## config.mk

```make
export PLATFORM = sky130hd
export DESIGN_NAME = alu_share_ctrl
export DESIGN_NICKNAME = d
export VERILOG_FILES = /design/src/rtl/alu_share_ctrl.sv
export SDC_FILE = /design/constraint.sdc
export NUM_CORES = 1
export LEC_CHECK = 0
export BUFFER_PORTS_ARGS = -buffer_cell sky130_fd_sc_hd__buf_2
export CORE_MARGIN = 1
export CORE_UTILIZATION = 56
export CTS_CLUSTER_DIAMETER = 50
export DETAILED_ROUTE_END_ITERATION = 12
export PLACE_DENSITY = 0.83
export SETUP_SLACK_MARGIN = 0.5
export SLEW_MARGIN = 20
export SYNTH_ARGS = -nofsm -noshare
export SYNTH_HDL_FRONTEND = slang
export SYNTH_SLANG_ARGS = --single-unit
```

## constraint.sdc

```tcl
create_clock -name clk -period 2.3 [get_ports clk]
set_input_delay 0.46 -clock clk [delete_from_list [all_inputs] [get_ports clk]]
set_output_delay 0.46 -clock clk [all_outputs]
set_load 0.005 [all_outputs]
```

## src/rtl/alu_share_ctrl.sv

```systemverilog
// Two-port shared ALU with round-robin arbitration and a shared accumulator.
// Each transaction walks IDLE -> GRANT -> EXEC -> DONE; operands are captured when granted.
module alu_share_ctrl #(
   parameter int ACC_W = 8
) (
   input  logic             clk,
   input  logic             rst,
   input  logic             req0,
   input  logic             req1,
   input  logic [3:0]       op0,
   input  logic [3:0]       op1,
   input  logic [1:0]       a0,
   input  logic [1:0]       b0,
   input  logic [1:0]       a1,
   input  logic [1:0]       b1,
   output logic             gnt0,
   output logic             gnt1,
   output logic             done0,
   output logic             done1,
   output logic [ACC_W-1:0] result,
   output logic             busy,
   output logic [ACC_W-1:0] acc
);

   typedef enum logic [1:0] {
      IDLE  = 2'd0,
      GRANT = 2'd1,
      EXEC  = 2'd2,
      DONE  = 2'd3
   } state_t;

   localparam logic [3:0] OP_ACC = 4'd15;

   state_t           state_q;
   logic             ptr_q;
   logic             win_d;
   logic             win_q;
   logic             start_d;
   logic             gnt0_q;
   logic             gnt1_q;
   logic             done0_q;
   logic             done1_q;
   logic             busy_q;
   logic [ACC_W-1:0] result_q;
   logic [ACC_W-1:0] acc_q;
   logic [3:0]       op_q;
   logic [1:0]       a_q;
   logic [1:0]       b_q;
   logic [ACC_W-1:0] acc_sum_d;
   logic [ACC_W-1:0] res_d;

   // Two-bit operations; opcode 15 is handled by the accumulator path.
   function automatic logic [4:0] alu_op(input logic [3:0] op,
                                         input logic [1:0] a,
                                         input logic [1:0] b);
      logic [4:0] r;
      r = 5'd0;
      case (op)
         4'd0:    r = {3'b000, a & b};
         4'd1:    r = {3'b000, a | b};
         4'd2:    r = {1'b0, ~a, ~b};
         4'd3:    r = {3'b000, a ^ b};
         4'd4:    r = {3'b000, ~(a & b)};
         4'd5:    r = {3'b000, ~(a | b)};
         4'd6:    r = {3'b000, ~(a ^ b)};
         4'd7:    r = {2'b00, {1'b0, a} + {1'b0, b}};
         4'd8:    r = {1'b0, {2'b00, a} - {2'b00, b}};
         4'd9:    r = {1'b0, {2'b00, a} * {2'b00, b}};
         4'd10:   r = (a > b) ? 5'd2 : ((a < b) ? 5'd1 : 5'd3);
         4'd11,
         4'd13:   r = {a, b, 1'b0};
         4'd12:   r = {2'b00, a, b[1]};
         4'd14:   r = {1'b0, a[1], a, b[1]};
         default: r = 5'd0;
      endcase
      return r;
   endfunction

   // A lone request wins outright; contention is settled by the pointer.
   always_comb begin
      start_d = req0 | req1;
      win_d   = ptr_q;
      if (req0 && !req1) begin
         win_d = 1'b0;
      end else if (req1 && !req0) begin
         win_d = 1'b1;
      end
   end

   always_comb begin
      acc_sum_d = acc_q + {{(ACC_W-4){1'b0}}, a_q, b_q};
      if (op_q == OP_ACC) begin
         res_d = acc_sum_d;
      end else begin
         res_d = {{(ACC_W-5){1'b0}}, alu_op(op_q, a_q, b_q)};
      end
   end

   // Operand capture needs no reset: it is only consumed after a grant.
   always_ff @(posedge clk) begin
      if (state_q == IDLE && start_d) begin
         op_q <= win_d ? op1 : op0;
         a_q  <= win_d ? a1  : a0;
         b_q  <= win_d ? b1  : b0;
      end
   end

   always_ff @(posedge clk or posedge rst) begin
      if (rst) begin
         state_q  <= IDLE;
         ptr_q    <= 1'b0;
         win_q    <= 1'b0;
         gnt0_q   <= 1'b0;
         gnt1_q   <= 1'b0;
         done0_q  <= 1'b0;
         done1_q  <= 1'b0;
         busy_q   <= 1'b0;
         result_q <= '0;
         acc_q    <= '0;
      end else begin
         case (state_q)
            IDLE: begin
               if (start_d) begin
                  state_q <= GRANT;
                  win_q   <= win_d;
                  gnt0_q  <= ~win_d;
                  gnt1_q  <= win_d;
                  busy_q  <= 1'b1;
                  ptr_q   <= ~win_d;
               end
            end
            GRANT: begin
               state_q <= EXEC;
               gnt0_q  <= 1'b0;
               gnt1_q  <= 1'b0;
            end
            EXEC: begin
               state_q  <= DONE;
               result_q <= res_d;
               done0_q  <= ~win_q;
               done1_q  <= win_q;
               if (op_q == OP_ACC) begin
                  acc_q <= acc_sum_d;
               end
            end
            DONE: begin
               state_q  <= IDLE;
               done0_q  <= 1'b0;
               done1_q  <= 1'b0;
               busy_q   <= 1'b0;
               result_q <= '0;
            end
            default: begin
               state_q <= IDLE;
            end
         endcase
      end
   end

   assign gnt0   = gnt0_q;
   assign gnt1   = gnt1_q;
   assign done0  = done0_q;
   assign done1  = done1_q;
   assign result = result_q;
   assign busy   = busy_q;
   assign acc    = acc_q;

endmodule

```

==> run_results.csv <==
group,metric,value,unit
outcome,status,"finished clean",
timing,final-hold-violation-count,0,
timing,slew_viol_final,0,
route,drt_iter0_drc,177,
grt,antenna_found_initial,0,
pwr,pwr-share-clk,15.9,%
yosys,synthCells,235,
yosys,ys_types,57,
timing,fin_crit,2.101,ns
grt,grt_pass1_vias,2101,
yosys,synth_nets,274,
route,wl_per_cell,18.30,µm
pwr,p_sw,1.470,mW
placement,dpl.hpwl,4083,µm
timing,fin_setup_tns,0,ns
finish,nNetsFinal,341,
finish,num-fill-cells,251,
route,met2_length,3190,µm
hold_path,hp-class,"in -> async",
timing,hold_ws,0.2101,ns
clock_network,insertion_delay,0.29,ns
clock_network,cts_tree,"built",
yosys,synth_flop_cell,"dfrtp_1",
clock_network,clk_pin_slew,0.07,ns
yosys,mappedNetlistArea,0.002361,mm²
route,ant_nets,0,
timing,fin_skew,0.003213,ns
timing,tightest_slew,0.5714,ns
worst_setup_path,cp-start-kind,"flop",
yosys,async_flop_share,75.76,%
yosys,ys_ff_latch,33,
floorplan,initial_core_util,58.60,%
pwr,p_int,2.120,mW
clock_network,cts_buffer_depth,2,
worst_setup_path,required,2.51,ns
worst_setup_path,crit_type,"reg -> reg",
route,dr_wl_met3,397,µm
floorplan,core,0.004029,mm²
pwr,power.density,1179,mW/mm²
worst_setup_path,critical_path.max_fanout,6,
worst_setup_path,worst-path-buf-inv,1,
route,top_layer,"met4",
pwr,vdd_drop_max,0.8413,mV
grt,grtUsageTotal,30.96,%
route,drc,0,
timing,post-route-period-util,91.35,%
placement,port-buffer-count,40,
finish,area_growth,28.99,%
worst_setup_path,cp_data_arrival_time,2.31,ns
route,detailedRoute.firstPassIterationCount,4,
worst_setup_path,end_kind,"flop",
finish,layout-drive-gt1-share,39.27,%
route,num_vias,2163,
finish,final_area,0.003045,mm²
finish,diodes,0,
worst_setup_path,critPathSlowestCell,"edfxtp_1",
clock_network,root_buffer,"clkbuf_8",
pwr,seqPwrFrac,28.5,%
yosys,yosysSeqAreaShare,36.67,%
worst_setup_path,crit_path_cell_trace,"ha_2 > inv_2 > fa_2 > nand2b_4 > a21oi_4 > mux2_4 > a211oi_2",
floorplan,dieArea,0.004480,mm²
finish,final_common_cell,"buf_2",
yosys,synth_edf_count,8,
timing,max_slew_margin,61.86,%
grt,grt_pass1_wl,10150,µm
floorplan,pin_count,41,
timing,rsz0062_at_grt,"true",
timing,setup_viol,0,
worst_setup_path,critPathMaxStageDelay,0.52,ns
worst_setup_path,critical_path.top_delay_family,"adder cells",
floorplan,die_h,66.93,µm
placement,placed_area,0.002741,mm²
pwr,power_switching_share,40.94,%
timing,clock.fmax,0.4760,GHz
placement,gp_congestion,0.8787,
route,drt_wl_total,6460,µm
pwr,combinationalPowerShare,55.6,%
grt,grt_max_degree,26,
clock_network,cts_made_buffers,5,
timing,fin_ws,0.1990,ns
clock_network,clock-sinks,33,
route,met1_length,2655,µm
clock_network,h-tree-depth,2,
floorplan,std_cell_rows,23,
grt,grt-ovfl-total,0,
yosys,ys_warn_count,0,
yosys,syn_avg_cell_area,10.05,µm²
placement,dp_worst_setup_slack,0.2011,ns
floorplan,die_w,66.93,µm
pwr,leakage,1.432,nW
finish,layout_common_cells,"buf_2, buf_4, dfrtp_1, nor2_1, nand2_1",
flow_run,maxCapViolCount,0,
route,vias_per_cell,6.127,
metrics by stage:
step                cells  total power [mW]  util [%]
finish                353             3.589     75.59
floorplan             235             2.203         -
CTS                   346             3.445     73.82
global route          353             3.823     75.59
detailed placement    328             2.711     68.04
global placement      328             2.648     68.04
final timing paths:
path	start	end	slack [ns]	cells after the start
worst max-delay path	b_q[0]$_DFFE_PP_	result[4]$_DFFE_PP0P_	0.20	7
worst min-delay path	rst	acc[2]$_DFFE_PP0P_	0.21	3
worst max register to register	b_q[0]$_DFFE_PP_	result[4]$_DFFE_PP0P_	0.20	7
worst min register to register	win_q$_DFFE_PP0P_	done0$_DFFE_PP0P_	0.48	1
max in group asynchronous	rst	done1$_DFFE_PP0P_	1.84	3
min in group clk	req1	ptr_q$_DFFE_PP0P_	0.43	2
power by group through the flow:
stage | clock, mW | sequential (mW) | combinational [mW]
floorplan | 0 | 0.976 | 1.23
global placement | 0 | 1.02 | 1.63
detailed placement | 0 | 1.03 | 1.68
CTS | 0.574 | 1.02 | 1.85
global route | 0.598 | 1.05 | 2.18
finish | 0.572 | 1.02 | 2.00
final cells by class:
class	count	area (µm²)	share of cell area, %
flip-flops and latches	33	865.8	28.43
inverters	14	52.55	1.726
clock inverters	2	37.54	1.233
well taps	50	62.56	2.054
repair buffers	73	455.4	14.95
clock buffers	6	82.58	2.712
multi-input cells	175	1489	48.89
routing by layer:
metal / up-vias / global-route usage, %
li1: 999 / -
met1: 1045 / 36.62
met2: 93 / 53.79
met3: 26 / 5.479
met4: 0 / 14.36
met5: - / 0
cells in the mapped netlist (6+ instances only):
| cell | count | area share, % |
|---|---|---|
| dfrtp_1 | 25 | 26 |
| ha_1 | 16 | 8.5 |
| nand2_1 | 15 | 2.4 |
| nor2_1 | 15 | 2.4 |
| inv_1 | 14 | 2.2 |
| mux2_2 | 13 | 6.2 |
| o21ai_0 | 10 | 2.1 |
| edfxtp_1 | 8 | 10 |
| a21oi_1 | 6 | 1.3 |
| buf_2 | 6 | 1.3 |
| xnor2_1 | 6 | 2.2 |
sequential cells by signal, summed over array words and instances, names as in the netlist, 2 cells and up:
signal	count
a_q	2
b_q	2
op_q	4
state_q	2
acc	8
result	8
kinds of logic after synthesis:
group	synth area share, %
AND/OR/NAND/NOR	18.23
AO/OA/AOI/OAI	15.48
flip-flops	36.67
buffers and inverters	5.723
adder cells (fa/ha/maj)	12.35
multiplexers	7.472
XOR/XNOR	4.080
worst register-to-register path: stages (launching register included):
cell      delay (ns)
edfxtp_1        0.52
ha_2            0.27
inv_2           0.05
fa_2            0.36
nand2b_4        0.18
a21oi_4         0.16
mux2_4          0.32
a211oi_2        0.16
timing repair:
action	in CTS	in global routing
hold buffers	0	0
endpoints found under the setup margin	15	23
setup buffers	10	7
endpoints found under the hold margin	0	0
pin swaps	12	10
resized for setup	9	4
Power figures use the tool's default switching activity.
